File: src/rtl/mem_port_arbiter.sv
// ----------------------------------------------------------------------------
// mem_port_arbiter
//
// Purpose:
//   Two-requester round-robin arbiter for the core's single shared memory
//   port. Requester 0 is instruction fetch and requester 1 is load/store.
//   The arbiter drives the select line of the address/write-data muxes. It
//   sequences each transaction with a request/acknowledge handshake. A
//   watchdog completes a stalled transaction with an error-flagged ack.
//
// Ports:
//   CLOCK_50, RESET_InLow       clock, asynchronous active-low reset
//   ARB_Req/Addr/WData/We{0,1}  requester-side transaction inputs
//   ARB_Ack{0,1}_Out            per-requester completion strobe
//   ARB_Err{0,1}_Out            timeout flag, qualified by the matching ack
//   ARB_RData_OutBUS            read data, valid while either ack is high
//   ARB_Sel_Out                 mux select (0 = requester 0, 1 = requester 1)
//   MEM_Req/Addr/WData/We_Out   muxed memory-side request
//   MEM_Ack_In, MEM_RData_InBUS memory completion strobe and read data
// ----------------------------------------------------------------------------
module mem_port_arbiter #(
    parameter int ADDR_WIDTH     = 32,
    parameter int DATA_WIDTH     = 32,
    parameter int TIMEOUT_CYCLES = 16
) (
    input  logic                  CLOCK_50,
    input  logic                  RESET_InLow,
    input  logic                  ARB_Req0_In,
    input  logic [ADDR_WIDTH-1:0] ARB_Addr0_InBUS,
    input  logic [DATA_WIDTH-1:0] ARB_WData0_InBUS,
    input  logic                  ARB_We0_In,
    input  logic                  ARB_Req1_In,
    input  logic [ADDR_WIDTH-1:0] ARB_Addr1_InBUS,
    input  logic [DATA_WIDTH-1:0] ARB_WData1_InBUS,
    input  logic                  ARB_We1_In,
    output logic                  ARB_Ack0_Out,
    output logic                  ARB_Ack1_Out,
    output logic                  ARB_Err0_Out,
    output logic                  ARB_Err1_Out,
    output logic [DATA_WIDTH-1:0] ARB_RData_OutBUS,
    output logic                  ARB_Sel_Out,
    output logic                  MEM_Req_Out,
    output logic [ADDR_WIDTH-1:0] MEM_Addr_OutBUS,
    output logic [DATA_WIDTH-1:0] MEM_WData_OutBUS,
    output logic                  MEM_We_Out,
    input  logic                  MEM_Ack_In,
    input  logic [DATA_WIDTH-1:0] MEM_RData_InBUS
);

    localparam int CNT_W = (TIMEOUT_CYCLES > 1) ? $clog2(TIMEOUT_CYCLES) : 1;
    localparam logic [CNT_W-1:0] CNT_LAST = CNT_W'(TIMEOUT_CYCLES - 1);

    typedef enum logic [1:0] {
        IDLE  = 2'd0,
        BUSY0 = 2'd1,
        BUSY1 = 2'd2
    } state_t;

    state_t           state;
    logic [CNT_W-1:0] cnt;
    logic             last_grant;

    logic busy;
    logic timeout;
    logic done;

    // Outputs are pure decodes of the registered state and live inputs, so
    // they fall the instant reset asserts and no ack can leak from an
    // abandoned transaction.
    assign busy    = (state == BUSY0) || (state == BUSY1);
    assign timeout = busy && !MEM_Ack_In && (cnt == CNT_LAST);
    assign done    = busy && (MEM_Ack_In || timeout);

    assign ARB_Sel_Out      = (state == BUSY1);
    assign MEM_Req_Out      = busy;
    assign MEM_Addr_OutBUS  = ARB_Sel_Out ? ARB_Addr1_InBUS  : ARB_Addr0_InBUS;
    assign MEM_WData_OutBUS = ARB_Sel_Out ? ARB_WData1_InBUS : ARB_WData0_InBUS;
    assign MEM_We_Out       = busy && (ARB_Sel_Out ? ARB_We1_In : ARB_We0_In);

    assign ARB_Ack0_Out     = (state == BUSY0) && done;
    assign ARB_Ack1_Out     = (state == BUSY1) && done;
    assign ARB_Err0_Out     = (state == BUSY0) && timeout;
    assign ARB_Err1_Out     = (state == BUSY1) && timeout;
    // A timeout completion returns zero data; a real memory ack wins.
    assign ARB_RData_OutBUS = (busy && MEM_Ack_In) ? MEM_RData_InBUS : '0;

    // NOTE: state registers use non-blocking assignments so every register
    // samples the pre-edge values of the others, independent of statement order.
    always_ff @(posedge CLOCK_50 or negedge RESET_InLow) begin
        if (!RESET_InLow) begin
            state      <= IDLE;
            cnt        <= '0;
            last_grant <= 1'b1;   // port 0 wins the first tie
        end else begin
            case (state)
                IDLE: begin
                    cnt <= '0;
                    // On a tie, the port that was not granted last goes next.
                    if (ARB_Req0_In && (!ARB_Req1_In || last_grant)) begin
                        state      <= BUSY0;
                        last_grant <= 1'b0;
                    end else if (ARB_Req1_In) begin
                        state      <= BUSY1;
                        last_grant <= 1'b1;
                    end
                end
                BUSY0, BUSY1: begin
                    // Completion also covers a requester that dropped Req
                    // mid-transaction: the ack is issued regardless.
                    if (done) begin
                        state <= IDLE;
                        cnt   <= '0;
                    end else begin
                        // Cannot wrap: reaching CNT_LAST forces done.
                        cnt <= cnt + CNT_W'(1);
                    end
                end
                default: begin
                    state <= IDLE;
                    cnt   <= '0;
                end
            endcase
        end
    end

endmodule

File: config.mk
export PLATFORM = sky130hd
export DESIGN_NAME = mem_port_arbiter
export DESIGN_NICKNAME = d
export VERILOG_FILES = /design/src/rtl/mem_port_arbiter.sv
export SDC_FILE = /design/constraint.sdc
export NUM_CORES = 1
export LEC_CHECK = 0
export ABC_AREA = 1
export CAP_MARGIN = 30
export CORE_AREA = 2 2 105 107
export DETAILED_ROUTE_END_ITERATION = 8
export DIE_AREA = 0 0 107 109
export DONT_BUFFER_PORTS = 1
export GPL_TIMING_DRIVEN = 1
export PLACE_DENSITY = 0.3
export SETUP_SLACK_MARGIN = 0.02
export SLEW_MARGIN = 20
export SYNTH_ARGS = -nofsm -noshare
export SYNTH_HDL_FRONTEND = slang
export SYNTH_SLANG_ARGS = --single-unit
export TNS_END_PERCENT = 50
File: constraint.sdc
create_clock -name CLOCK_50 -period 2.5 [get_ports CLOCK_50]
set_input_delay 0.75 -clock CLOCK_50 [delete_from_list [all_inputs] [get_ports CLOCK_50]]
set_output_delay 0.75 -clock CLOCK_50 [all_outputs]
set_load 0.005 [all_outputs]
# Yosys cells after proc, flatten, opt, wreduce, memory -nomap -nowiden
# Index checks and enable logic that the tools add are counted.
[classes]
add_sub_neg = 1
n_eq_ne = 5
n_mux = 12
n_reduce_logical = 20
[ops]
columns = ["operator", "count"]
rows = [
  ["2-to-1 mux 32 bit", 3],
  ["logical AND 1 bit", 10],
  ["2-to-1 mux 4 bit", 2],
  ["2-to-1 mux 2 bit", 3],
  ["adder 4 x 1 -> 4 bit, second input constant", 1],
  ["== test 4 bit, second input constant", 1],
  ["case mux 2 bit (2 select lines)", 1],
  ["AND reduction 2 bit", 2],
  ["logical OR 1 bit", 3],
  ["2-to-1 mux 1 bit", 3],
  ["!= test 3 bit, second input constant", 1],
  ["== test 2 x 1 -> 1 bit, second input constant", 1],
  ["== test 2 bit, second input constant", 1],
  ["logical NOT 1 bit", 2],
  ["logical NOT 2 bit", 1],
  ["!= test 2 bit, second input constant", 1],
  ["nonzero test 2 bit", 1],
  ["OR reduction 2 bit", 1],
]
[totals]
ff_bits = 7
elab_cells = 41

# Longest topological paths before layout
[logic_depth]
depth_word = 8
ltp_mapped = 7
ltp_nobuf = 7

# Least setup slack after synthesis
# Ideal clock, no wire load.
[synth_timing]
kind = "input -> output"
from = "in MEM_Ack_In"
to = "out ARB_Ack0_Out"
t_arrival_ns = 1.187
t_required_ns = 1.750
setup_slack_ns = 0.563
cell_stages = 5
path_cell_list = "inv_1 nand2_1 nor2_1 o21ai_0 nor2_1"
[synth_between]
elab_chain_cells = 6
[synth_rtl]
columns = ["element", "line_no", "source"]
rows = [
  ["start: declaration", "46", "input logic MEM_Ack_In,"],
  ["logical NOT 1 bit", "71", "assign timeout = busy && !MEM_Ack_In && (cnt == CNT_LAST);"],
  ["logical AND 1 bit (2 in series)", "71", ""],
  ["logical OR 1 bit (*)", "72", "assign done = busy && (MEM_Ack_In || timeout);"],
  ["logical AND 1 bit (*)", "72", ""],
  ["logical AND 1 bit (*)", "80", "assign ARB_Ack0_Out = (state == BUSY0) && done;"],
  ["end: declaration", "36", "output logic ARB_Ack0_Out,"],
]
# Mark *: on every way between the ends. The rest lies on a longest branch, timed or not.

# Worst setup path after layout
[layout_timing]
from = "reg state[0]"
to = "out ARB_Ack1_Out"
[layout_between]
elab_chain_cells = 7
word_cells_on_any_way = 8
classes_between = "eq/ne (2); reduce/logical (6)"
[layout_rtl]
columns = ["element", "line_no", "source"]
rows = [
  ["start: declaration", "59", "state_t state;"],
  ["start signal: assignment", "91", "state <= IDLE;"],
  ["start signal: assignment", "100", "state <= BUSY0;"],
  ["start signal: assignment", "103", "state <= BUSY1;"],
  ["== test 2 x 1 -> 1 bit or == test 2 bit (tied branches)", "70, 81", ""],
  ["logical OR 1 bit", "70", "assign busy = (state == BUSY0) || (state == BUSY1);"],
  ["logical AND 1 bit (2 in series)", "71", ""],
  ["logical OR 1 bit", "72", ""],
  ["logical AND 1 bit", "72", ""],
  ["logical AND 1 bit (*)", "81", "assign ARB_Ack1_Out = (state == BUSY1) && done;"],
  ["end: declaration", "37", "output logic ARB_Ack1_Out,"],
]
# Marked as above.

==> results.yml <==
route:
  routed_wl_um: 6290
  ant_nets: 0
  drtIter0Drc: 87
  drc: 0
  vias: 1887
  drtPass1Iterations: 5
  wl_per_cell_um: 13.64
  drt-vias-per-instance: 4.093
critical_path:
  path_max_fanout: 4
  required_ns: 1.75
  critPathLaunchType: "flop"
  r2r-start: "state[0]"
  r2r_cells: 7
  crit_type: "flop to output pin"
  regToRegEndpoint: "state[1]"
  ff2ff_setup_slack_ns: 0.99
  cp-end-kind: "output pin"
  crit_arrival_ns: 1.58
  critical_path.endpoint: "ARB_Ack1_Out"
  worstSetupStartpoint: "state[0]"
clocking:
  clkLatencyLatePin_ns: 0.23
  clock-root-buffer: "clkbuf_8"
  clkTransAtPathRegs_ns: 0.04
  cts_num_sinks: 7
  clock_path_buffers: 2
  post_cts_buffers: 0
  cts_inserted_buffers: 3
  h-tree-depth: 1
  tritoncts: "built"
timing:
  maxSlewHeadroom: 0.7781
  clock_skew_ns: 0.0009116
  drv_slew: 0
  rsz0062_at_grt: "true"
  fmax_mhz: 429.9
  worstMarginPinSlew_ns: 0.3294
  fin_setup_tns_ns: 0
  hold_viol_final: 0
  min_period_ns: 2.326
  setup_viol: 0
  min_period_over_period: 0.9304
power_and_ir_drop:
  power_density_nw_per_um2: 930.4
  p_leak_uw: 0.001073
  p_total_uw: 1544
  ir_worst_vdd_mv: 0.3453
yosys:
  synth_nets: 499
  synth_seq_area_share: 0.1180
  yosys-top-cells-area: "nand2_1 51%, nor2_1 11%, inv_1 10%, dfrtp_1 10%, buf_4 3.5%"
  yosys_warnings: 0
  ys_ff_latch: 7
  syn_area_um2: 1495
  synth_cell_types: 17
  yosys.area.top_type: "nand2_1"
  syn_avg_cell_area_um2: 4.558
  syn_inst: 328
  netlist.area_leader.share: 0.5121
placed_design:
  io_buffers: 0
  dp_hpwl_um: 5392
  placed_area_um2: 1610
  place_inst: 457
  gp_congestion: 0.7188
global_route:
  grt_max_degree: 59
  grt.total_usage: 0.08860
  grt_overflow: 0
  grt_pass1_vias: 1441
  antenna_found_initial: 1
  grt_pass1_wl_um: 7803
cells_and_area:
  fin_area_um2: 1659
  layout.nets: 493
  diodes: 0
  multi_input_area_um2: 1044
  area_growth_pct: 10.96
  fill_cells: 1255
  regArea_um2: 176.4
  fin_cells: 461
  final_cell_mix: "204 x nand2_1, 42 x nor2_1, 41 x inv_1, 6 x dfrtp_1, 5 x nand3_1"
  fin_util: 0.1565
  drive_gt1_frac: 0.03738
  layout_commonest_cell: "nand2_1"
run:
  cap_violations: 0
floorplan:
  dieWidth_um: 107
  io_pins: 270
  fp.coreArea_um2: 10600
  die-area_um2: 11660
  row_count: 38
  start_util: 0.1410
  die_y_um: 109
status:
  outcome: "finished clean"
min_path:
  hold_class: "input pin to async pin"
-- metrics by stage --
stage	setup slack, ns	hold WS (ns)
global placement	0.3833	0.4546
finish	0.1740	0.2104
CTS	0.1074	0.2082
global route	0.01790	0.2071
detailed placement	0.3632	0.4547
floorplan	0.5632	0.4331
-- metal layers --
layer  wire length, µm  track usage
met4                53      0.02041
met2              3174       0.1638
met1              2476       0.1038
met3               574      0.02032
met5                11            0
-- synth_stat cells, drive strengths merged --
cell type,n
nand2,204
inv,42
nor2,42
buf,16
dfrtp,6
nand3,5
ha,4
o21ai,3
a21oi,1
clkbuf,1
dfstp,1
nand4,1
o21a,1
xor2,1
-- critical path, stage by stage (launching register included) --
cell and delay, ns:
dfrtp_1 0.37, inv_1 0.08, ha_1 0.35, nand2_1 0.10, nor2_1 0.06, o21ai_0 0.29, nor2_1 0.11
-- state kept, by name, indices dropped and copies added (netlist names) --
signal      cells
cnt             4
state           2
last_grant      1
-- how the worst min path moves through the flow --
stage	endpoint	from	slack, ns	depth (start not counted)
3_3_place_gp	cnt[2]	RESET_InLow	0.45	0
3_5_place_dp	cnt[2]	RESET_InLow	0.45	0
6_report	cnt[2]	RESET_InLow	0.21	0
2_1_floorplan	cnt[0]	cnt[0]	0.43	1
5_1_grt	cnt[2]	RESET_InLow	0.21	0
4_1_cts	cnt[2]	RESET_InLow	0.21	0
-- area by class of cell --
cell class              count  area share
multi-input cells         262      0.6290
repair buffers              6     0.03695
clock buffers               4     0.02715
well taps                 140      0.1056
inverters                  42     0.09502
flip-flops and latches      7      0.1063
-- logic make-up (layout without fill, tap and decap cells) --
group,count (synthesis),count (layout),synth area share
xor+xnor,1,1,0.005859
simple gates,252,252,0.6385
flops,7,7,0.1180
fa+ha+maj,4,4,0.03347
buf+inv,59,52,0.1858
compound gates,5,5,0.01841
-- repair_timing --
| action | CTS | global route |
|---|---|---|
| gates resized for setup | 0 | 1 |
| endpoints found under the hold margin | 0 | 0 |
| hold buffers | 0 | 0 |
| setup endpoints to repair | 0 | 2 |
-- where the power goes --
part	internal (µW)	switching [µW]	total, µW
logic	330	874	1200
registers	152	22.8	175
clock network	111	54.6	165
total	592	951	1540
(Power assumes the default switching activity.)
